--- config.mk ---
export PLATFORM = sky130hd
export DESIGN_NAME = pipelined_wallace_mult
export DESIGN_NICKNAME = d
export VERILOG_FILES = /design/src/rtl/fft_mult_pkg.sv /design/src/rtl/pipelined_wallace_mult_csa_row.sv /design/src/rtl/pipelined_wallace_mult.sv
export SDC_FILE = /design/constraint.sdc
export NUM_CORES = 1
export LEC_CHECK = 0
export ABC_AREA = 1
export BUFFER_PORTS_ARGS = -buffer_cell sky130_fd_sc_hd__buf_2
export CORE_MARGIN = 2
export CORE_UTILIZATION = 60
export CTS_CLUSTER_DIAMETER = 30
export CTS_CLUSTER_SIZE = 28
export DETAILED_ROUTE_END_ITERATION = 10
export GPL_TIMING_DRIVEN = 0
export PLACE_DENSITY = 0.79
export RECOVER_POWER = 50
export SLEW_MARGIN = 20
export SYNTH_ARGS = -nofsm -noshare
export SYNTH_HDL_FRONTEND = slang
export SYNTH_SLANG_ARGS = --single-unit
--- constraint.sdc ---
create_clock -name clk -period 9.63 [get_ports clk]
set_input_delay 0.963 -clock clk [delete_from_list [all_inputs] [get_ports clk]]
set_output_delay 0.963 -clock clk [all_outputs]
set_load 0.02 [all_outputs]
--- src/rtl/fft_mult_pkg.sv ---
// Shared definitions for the FFT butterfly multiplier: default widths,
// saturation limits and Wallace-tree sizing helpers.
package fft_mult_pkg;

    localparam int DEF_WIDTH     = 12;
    localparam int DEF_OUT_W     = 12;
    localparam int DEF_FRAC_BITS = 11;
    localparam int DEF_TAG_W     = 4;

    typedef struct packed {
        longint max_v;
        longint min_v;
    } sat_lim_t;

    // Largest and smallest two's complement values representable in out_w bits.
    function automatic sat_lim_t sat_limits(input int out_w);
        sat_lim_t lim;
        lim.max_v = (longint'(1) <<< (out_w - 1)) - 1;
        lim.min_v = -(longint'(1) <<< (out_w - 1));
        return lim;
    endfunction

    // Number of 3:2 compressors that fit on a level holding 'rows' rows.
    function automatic int csa_count(input int rows);
        return rows / 3;
    endfunction

    // Rows left after one level: each compressor turns 3 rows into 2, leftovers pass.
    function automatic int rows_next(input int rows);
        return 2 * csa_count(rows) + (rows % 3);
    endfunction

    // Row count present at a given reduction level (level 0 is the raw matrix).
    function automatic int rows_at(input int rows0, input int level);
        int r;
        r = rows0;
        for (int k = 0; k < level; k++) begin
            r = rows_next(r);
        end
        return r;
    endfunction

    // Levels needed to bring rows0 rows down to a sum/carry pair.
    function automatic int num_levels(input int rows0);
        int r;
        int n;
        r = rows0;
        n = 0;
        while (r > 2) begin
            r = rows_next(r);
            n++;
        end
        return n;
    endfunction

endpackage

--- src/rtl/pipelined_wallace_mult_csa_row.sv ---
// Row-wide 3:2 carry-save compressor. x + y + z == sum + carry (mod 2^N);
// the carry row is already shifted into its column weight.
module csa_row #(
    parameter int N = 24
) (
    input  logic [N-1:0] x,
    input  logic [N-1:0] y,
    input  logic [N-1:0] z,
    output logic [N-1:0] sum,
    output logic [N-1:0] carry
);

    assign sum   = x ^ y ^ z;
    assign carry = ((x & y) | (x & z) | (y & z)) << 1;

endmodule

--- src/rtl/pipelined_wallace_mult.sv ---
// Signed fixed-point multiplier for the FFT butterfly (data x twiddle).
// Baugh-Wooley matrix -> Wallace carry-save tree -> carry-propagate add,
// then arithmetic scaling by FRAC_BITS and saturation to OUT_W bits.
// Three register stages behind a single global stall (valid/ready).
// Build option: define WALLACE_ROUND_NEAREST_EN for round-half-up scaling;
// otherwise the result is truncated (floor).
module pipelined_wallace_mult
    import fft_mult_pkg::*;
#(
    parameter int WIDTH     = DEF_WIDTH,
    parameter int OUT_W     = DEF_OUT_W,
    parameter int FRAC_BITS = DEF_FRAC_BITS,
    parameter int TAG_W     = DEF_TAG_W
) (
    input  logic             clk,
    input  logic             rst,
    input  logic             in_valid,
    output logic             in_ready,
    input  logic [WIDTH-1:0] a,
    input  logic [WIDTH-1:0] b,
    input  logic [TAG_W-1:0] in_tag,
    output logic             out_valid,
    input  logic             out_ready,
    output logic [OUT_W-1:0] product,
    output logic [TAG_W-1:0] out_tag,
    output logic             ovf
);

    localparam int PW     = 2 * WIDTH;        // full product width
    localparam int M      = WIDTH + 1;        // partial-product rows + constant row
    localparam int LEVELS = num_levels(M);

    if (!(FRAC_BITS < PW && OUT_W <= PW - FRAC_BITS)) begin : g_param_check
        $error("pipelined_wallace_mult: need FRAC_BITS < 2*WIDTH and OUT_W <= 2*WIDTH - FRAC_BITS");
    end

`ifdef WALLACE_ROUND_NEAREST_EN
    localparam logic [63:0] ROUND_ADD = (FRAC_BITS > 0) ? (64'd1 << (FRAC_BITS - 1)) : 64'd0;
`else
    localparam logic [63:0] ROUND_ADD = 64'd0;
`endif

    // Baugh-Wooley correction constants (2^WIDTH + 2^(2*WIDTH-1)) plus the
    // optional rounding addend ride in one extra matrix row, so rounding
    // costs no adder of its own.
    localparam logic [63:0]   BW_CONST  = (64'd1 << WIDTH) + (64'd1 << (PW - 1)) + ROUND_ADD;
    localparam logic [PW-1:0] CONST_ROW = BW_CONST[PW-1:0];

    localparam sat_lim_t             LIM     = sat_limits(OUT_W);
    localparam logic signed [PW-1:0] SAT_MAX = PW'(LIM.max_v);
    localparam logic signed [PW-1:0] SAT_MIN = PW'(LIM.min_v);

    logic             adv;
    logic             s1_valid;
    logic             s2_valid;
    logic [WIDTH-1:0] a_q;
    logic [WIDTH-1:0] b_q;
    logic [TAG_W-1:0] tag1_q;
    logic [TAG_W-1:0] tag2_q;
    logic [PW-1:0]    sum_q;
    logic [PW-1:0]    carry_q;
    logic [M*PW-1:0]  pp_flat;
    logic [PW-1:0]    red_sum;
    logic [PW-1:0]    red_carry;
    logic signed [PW-1:0] p_shift;
    logic [OUT_W-1:0] prod_d;
    logic             ovf_d;

    // Whole pipeline freezes only when a finished result is being refused.
    assign adv      = !(out_valid && !out_ready);
    assign in_ready = adv;

    // Valid bits and visible outputs: cleared by reset, shift on advance.
    always_ff @(posedge clk) begin
        // NOTE: sequential state uses non-blocking assignments so every register samples pre-edge values.
        if (rst) begin
            s1_valid  <= 1'b0;
            s2_valid  <= 1'b0;
            out_valid <= 1'b0;
            product   <= '0;
            out_tag   <= '0;
            ovf       <= 1'b0;
        end else if (adv) begin
            s1_valid  <= in_valid;
            s2_valid  <= s1_valid;
            out_valid <= s2_valid;
            product   <= prod_d;
            out_tag   <= tag2_q;
            ovf       <= ovf_d;
        end
    end

    // Datapath registers for S1 operands and the S2 sum/carry pair.
    always_ff @(posedge clk) begin
        // NOTE: no reset here; the stage valid bits decide whether these contents mean anything.
        if (adv) begin
            a_q     <= a;
            b_q     <= b;
            tag1_q  <= in_tag;
            sum_q   <= red_sum;
            carry_q <= red_carry;
            tag2_q  <= tag1_q;
        end
    end

    // Baugh-Wooley matrix: sign-row/sign-column cross terms are inverted,
    // the sign x sign term stays positive; row WIDTH is the constant row.
    always_comb begin
        // NOTE: default the whole vector first so no path leaves a bit unassigned (no latch).
        pp_flat = '0;
        for (int i = 0; i < WIDTH; i++) begin
            for (int j = 0; j < WIDTH; j++) begin
                if ((i == WIDTH - 1) != (j == WIDTH - 1))
                    pp_flat[i*PW + i + j] = ~(a_q[j] & b_q[i]);
                else
                    pp_flat[i*PW + i + j] = a_q[j] & b_q[i];
            end
        end
        pp_flat[WIDTH*PW +: PW] = CONST_ROW;
    end

    // Wallace tree: each level packs groups of three rows into sum/carry
    // pairs, leftover rows pass straight down, until two rows remain.
    for (genvar l = 0; l <= LEVELS; l++) begin : g_lvl
        localparam int R = rows_at(M, l);
        logic [R*PW-1:0] rows;

        if (l == 0) begin : g_leaf
            assign rows = pp_flat;
        end else begin : g_red
            localparam int RP = rows_at(M, l - 1);
            localparam int G  = csa_count(RP);

            for (genvar g = 0; g < G; g++) begin : g_csa
                csa_row #(.N(PW)) u_csa (
                    .x     (g_lvl[l-1].rows[(3*g)*PW +: PW]),
                    .y     (g_lvl[l-1].rows[(3*g+1)*PW +: PW]),
                    .z     (g_lvl[l-1].rows[(3*g+2)*PW +: PW]),
                    .sum   (rows[(2*g)*PW +: PW]),
                    .carry (rows[(2*g+1)*PW +: PW])
                );
            end

            for (genvar k = 0; k < RP % 3; k++) begin : g_pass
                assign rows[(2*G+k)*PW +: PW] = g_lvl[l-1].rows[(3*G+k)*PW +: PW];
            end
        end
    end

    assign red_sum   = g_lvl[LEVELS].rows[0 +: PW];
    assign red_carry = g_lvl[LEVELS].rows[PW +: PW];

    // S3: carry-propagate add, arithmetic scale, clamp to the OUT_W range.
    always_comb begin
        p_shift = $signed(sum_q + carry_q) >>> FRAC_BITS;
        prod_d  = p_shift[OUT_W-1:0];
        ovf_d   = 1'b0;
        if (p_shift > SAT_MAX) begin
            prod_d = SAT_MAX[OUT_W-1:0];
            ovf_d  = 1'b1;
        end else if (p_shift < SAT_MIN) begin
            prod_d = SAT_MIN[OUT_W-1:0];
            ovf_d  = 1'b1;
        end
    end

endmodule

==> out/summary.txt, run 1 <==
status: finished, violations left
failing checks: capacitance limit, slew limit
clock root cell: clkbuf_16
Antenna Nets Post-Route: 0
PwrDens: 262 nW/um^2
1st-iter DRT viols: 256
R2R cell count: 10
Tightest Pin Transition: 2.27 ns
gpl congestion: 0.877
number of setup violations in the final report: 0
library cells used by synthesis: 25
largest net degree at the start of global routing: 44
worst skew pair latency: 0.35 ns
arrival time at the worst endpoint: 3.34 ns
TNS Setup: 0 ns
fin crit share: 44.7%
overall routed net length: 14000 um
Mapped Cells: 838
Port Buf Inserts: 50
Mapped Nets: 1028
CP endpoint kind: output port
ANT cells: 0
Top-Level Pins: 51
clock skew: 0.00785 ns
gr ovfl total: 0
Resized Gates After CTS: 0
top-area cell type share of the netlist area: 26.7%
Clock transition at path regs: 0.07 ns
Register Area: 2440 sq um
Seq/Total Area, Yosys: 31.9%
Synth warnings: 0
# DRC: 0
FP Rows: 41
vias per cell: 4.89
Die Width: 117 um
Syn Area/Cell: 9.12 sq um
die height: 117 um
H-Tree Depth: 3
TritonCTS clock tree: yes
final worst path period need: 4.30 ns
crit path max fanout: 43
relative slew slack: -51.7%
top cells by area, synth: fa_1 27%, edfxtp_1 27%, inv_1 11%
Final nets: 1090
Hold Crit Class: reg2reg
Pre-antenna DRT Iters: 5
max-cap violation count: 1
layout cells sized above 1: 7.62%
vias in the first global route: 5361
clk buf depth: 2
WL/cell: 13.0 um
Seq cells post-synth: 88
area of the die: 13700 sq um
Max Slew Vio Count: 43
all-layer global routing usage: 22.8%
clock tree sinks: 88
Required @ worst endpoint: 8.67 ns
CORE AREA: 12500 sq um
first-pass GRT wire length: 23800 um
Area Growth Syn to Fin: 9.95%
initial antenna violation count: 0
Peak VDD IR: 0.000126 V
Lkg Pwr: 4.56 nW
Post-CTS Hold Buffers: 0
max frequency: 232 MHz
vias post-DR: 5264
RSZ-0062 raised after global routing: false
Starting Density: 61.1%
hpwl dp: 11300 um
largest area contributor in the netlist: fa_1
crit start category: input port
power consumption: 0.00220 W
Post CTS Setup Buffer Count: 0
design area: 8410 sq um
final hold vios: 0
Num CTS Buffers: 9
FILL cells: 1044
Synth Cell Area: 7640 sq um
placed cell areas: 8130 sq um
Hold Path Depth: 0
multi-input logic area: 4240 sq um
WS Path Type: in2out
==> sequential cells by signal (all words and copies together), names as in the netlist <==
signal     cells
a_q           12
b_q           12
carry_q       18
out_tag        4
out_valid      1
ovf            1
product       12
s1_valid       1
s2_valid       1
sum_q         18
tag1_q         4
tag2_q         4
==> metrics by stage <==
stage               worst slack [ns]  instances  hold WS (ns)  utilization (%)
floorplan                       5.30        838         0.400                -
CTS                             5.54       1077         0.424             67.4
detailed placement              5.57       1061         0.407             65.0
finish                          5.33       1077         0.423             67.2
global placement                4.00       1060         0.402             64.8
global route                    5.07       1077         0.434             67.2
==> critical path: stages <==
cell      delay [ns]
buf_2           0.07
nor2_1          0.11
inv_1           0.12
clkbuf_1        1.62
buf_2           0.41
==> final timing paths <==
kind	startpoint	end	slack, ns
max	out_ready	in_ready	5.33
min	tag1_q[0]	tag2_q[0]	0.42
max reg2reg	b_q[7]	sum_q[10]	5.56
min reg2reg	tag1_q[0]	tag2_q[0]	0.42
==> report_power, final <==
group          leakage [nW]  internal [W]  switching (W)  total [W]
logic                  3.52      0.000495       0.000749    0.00124
clock network         0.143      0.000183       0.000163   0.000346
registers             0.899      0.000574      0.0000377   0.000611
total                  4.56       0.00125       0.000949    0.00220
==> logic make-up after synthesis <==
kind of cell	count (synthesis)	synth area share, %
AOI/OAI and AO/OA	59	4.60
xor gates and xnor gates	10	1.15
adders and majority gates	158	35.9
buffers and inverters	253	12.6
DFF	88	31.9
and+or+nand+nor	270	13.8
==> layer usage <==
| layer | track usage, % | part of all wire [%] | vias up |
|---|---|---|---|
| li1 | - | - | 2614 |
| met1 | 29.0 | 44 | 2475 |
| met2 | 39.7 | 49 | 161 |
| met3 | 4.53 | 5.8 | 14 |
| met4 | 7.06 | 1.7 | 0 |
| met5 | 0 | 0 | - |
==> synth_stat cells, drive strengths merged <==
cell type,instances
xnor2,4
fa,102
nand4,3
nand2,224
a21boi,2
clkbuf,27
ha,56
inv,224
o211ai,1
buf,2
a21oi,30
o21ai,23
a21o,1
o21bai,2
xor2,6
nor2,32
nor4,1
dfxtp,20
edfxtp,68
nand3,10
==> cells in the final DEF (no fill, tap or decap), types with 2 or more instances in the layout <==
master / n
inv_1: 224
nand3_1: 9
dfxtp_1: 20
clkbuf_16: 9
buf_6: 2
inv_6: 2
buf_2: 32
clkbuf_1: 45
xnor2_1: 4
a21oi_2: 11
nor2_1: 30
xor2_1: 6
nand2_1: 220
o21ai_0: 23
nand2_2: 4
inv_8: 2
edfxtp_1: 68
ha_1: 56
nand4_1: 3
a21oi_1: 19
nor2_2: 2
o21bai_1: 2
fa_1: 102
==> final cells by class <==
cell class | instances | area share [%]
Buffer | 29 | 1.47
Clock buffer | 9 | 2.68
Clock inverter | 7 | 0.863
Inverter | 224 | 10.0
Multi-Input combinational cell | 497 | 50.4
Sequential cell | 88 | 29.1
Tap cell | 172 | 2.56
Timing Repair Buffer | 51 | 2.95
No activity file was read; power rests on OpenSTA's default activity.
==> inputs of run 2 (changes only) <==
==> constraint.sdc (replaced) <==
create_clock -name clk -period 4 [get_ports clk]
set_input_delay 0.4 -clock clk [delete_from_list [all_inputs] [get_ports clk]]
set_output_delay 0.4 -clock clk [all_outputs]
set_load 0.02 [all_outputs]
==> out/summary.txt, run 2 (synthesized netlist as in run 1, its figures left out) <==
vias in the first global route: 5324 (was 5361)
vias post-DR: 5202 (was 5264)
overall routed net length: 13900 um (was 14000 um)
Port Buf Inserts: 50 (unchanged)
NetSw: 0.00229 W (was 0.000949 W)
clock skew: 0.00814 ns (was 0.00785 ns)
layout cells sized above 1: 7.90% (was 7.62%)
Switching Share: 43.2% (was 43.1%)
Post CTS Setup Buffer Count: 0 (unchanged)
H-Tree Depth: 3 (unchanged)
clk buf depth: 2 (unchanged)
Lkg Pwr: 4.56 nW (about the same)
die height: 117 um (unchanged)
first-pass GRT wire length: 23700 um (was 23800 um)
initial antenna violation count: 0 (unchanged)
worst skew pair latency: 0.35 ns (about the same)
Largest delay share family, worst path: adder cells (was buffers and inverters)
Hold WS: 0.211 ns (was 0.423 ns)
fin crit share: 96.8%
all-layer global routing usage: 22.6% (was 22.8%)
number of setup violations in the final report: 0 (unchanged)
Final Util: 67.0% (was 67.2%)
status: finished, violations left (unchanged)
Final nets: 1084 (was 1090)
largest net degree at the start of global routing: 44 (unchanged)
clock tree sinks: 88 (unchanged)
crit start category: register (was input port)
arrival time at the worst endpoint: 3.96 ns (was 3.34 ns)
ANT cells: 0 (unchanged)
Hold Crit Class: in2reg (was reg2reg)
TNS Setup: 0 ns (unchanged)
Clock transition at path regs: 0.07 ns (about the same)
gr ovfl total: 0 (unchanged)
area of the die: 13700 sq um (unchanged)
most common cell after layout, fill and taps aside: inv_1 (unchanged)
WL/cell: 13.0 um (about the same)
final worst path period need: 3.87 ns
most frequent cells in the layout: 224 x inv_1, 219 x nand2_1, 102 x fa_1 (was 224 x inv_1, 220 x nand2_1, 102 x fa_1)
FILL cells: 1045 (was 1044)
slowest stage delay, CP: 0.53 ns (was 1.62 ns)
relative slew slack: -51.6% (was -51.7%)
hpwl dp: 11300 um (unchanged)
CORE AREA: 12500 sq um (unchanged)
combinational power share: 56.2% (was 56.5%)
largest registers: carry_q: 18 flops, sum_q: 18 flops (unchanged)
FP Rows: 41 (unchanged)
PwrDens: 632 nW/um^2 (was 262 nW/um^2)
max frequency: 258 MHz
critical path cell sequence: clkbuf_1, nand2_1, fa_1, inv_1, fa_1, inv_1, fa_1, fa_1, inv_1, fa_1 (was buf_2, nor2_1, inv_1, clkbuf_1, buf_2)
Tightest Pin Transition: 2.27 ns (about the same)
Antenna Nets Post-Route: 0 (unchanged)
Int Pwr: 0.00301 W (was 0.00125 W)
most used cell, CP: fa_1 (was buf_2)
vias per cell: 4.86 (was 4.89)
worst reg2reg setup slack: 0.13 ns (was 5.56 ns)
CP endpoint kind: register (was output port)
WS Path Type: reg2reg (was in2out)
Pre-antenna DRT Iters: 4 (was 5)
Area Growth Syn to Fin: 9.71% (was 9.95%)
TritonCTS clock tree: yes (unchanged)
Max Slew Vio Count: 43 (unchanged)
max-cap violation count: 1 (unchanged)
CP max stage cell: fa_1 (was clkbuf_1)
crit path max fanout: 10 (was 43)
Required @ worst endpoint: 4.09 ns (was 8.67 ns)
Clk network pwr share: 15.8% (was 15.7%)
failing checks: capacitance limit, slew limit (unchanged)
Starting Density: 61.1% (unchanged)
RSZ-0062 raised after global routing: false (unchanged)
1st-iter DRT viols: 271 (was 256)
Num CTS Buffers: 9 (unchanged)
Die Width: 117 um (unchanged)
power consumption: 0.00530 W (was 0.00220 W)
# DRC: 0 (unchanged)
final hold vios: 0 (unchanged)
Top-Level Pins: 51 (unchanged)
Flop pwr share: 28.0% (was 27.8%)
Peak VDD IR: 0.000304 V (was 0.000126 V)
clock root cell: clkbuf_16 (unchanged)
Buf/Inv on CP: 4 (unchanged)
gpl congestion: 0.877 (unchanged)
[run 2: cell type report]
class | instances | area, sq um | area share [%]
Clock inverter | 7 | 72.6 | 0.865
Clock buffer | 9 | 225 | 2.69
Sequential cell | 88 | 2440 | 29.1
Timing Repair Buffer | 51 | 248 | 2.95
Multi-Input combinational cell | 497 | 4240 | 50.6
Buffer | 23 | 103 | 1.22
Tap cell | 172 | 215 | 2.57
Inverter | 224 | 841 | 10.0
[run 2: final timing paths]
check	endpoint	startpoint	cells after the start
worst max-delay path	sum_q[12]	a_q[6]	10
worst min-delay path	out_valid	rst	2
worst min register to register	tag2_q[0]	tag1_q[0]	0
worst max register to register	sum_q[12]	a_q[6]	10
[run 2: stage by stage]
stage | instance area (sq um) | setup WS, ns | cells
after floorplan | 7640 | 0.357 | 838
after global placement | 8110 | -0.509 | 1060
after detailed placement | 8130 | -0.0593 | 1061
after CTS | 8410 | 0.0367 | 1072
after global routing | 8390 | 0.0130 | 1071
final | 8390 | 0.128 | 1071
[run 2: power by group through the flow]
stage	clock (W)	sequential, W	combinational (W)
CTS	0.000851	0.00148	0.00303
detailed placement	0	0.00149	0.00301
global route	0.000889	0.00151	0.00347
global placement	0	0.00148	0.00288
finish	0.000837	0.00148	0.00298
floorplan	0	0.00154	0.00225
[run 2: layer usage]
metal  part of all wire, %  GRT usage [%]  vias to the layer above
met5                     0              0                        -
met3                   5.1           3.96                       19
met4                   1.7           7.14                        0
met2                    49           39.5                      149
met1                    44           29.1                     2439
li1                      -              -                     2595
[run 2: what timing repair did]
| action | CTS | global route |
|---|---|---|
| hold buffers | 0 | 0 |
| endpoints found under the setup margin | 2 | 6 |
| resized for setup | 0 | 3 |
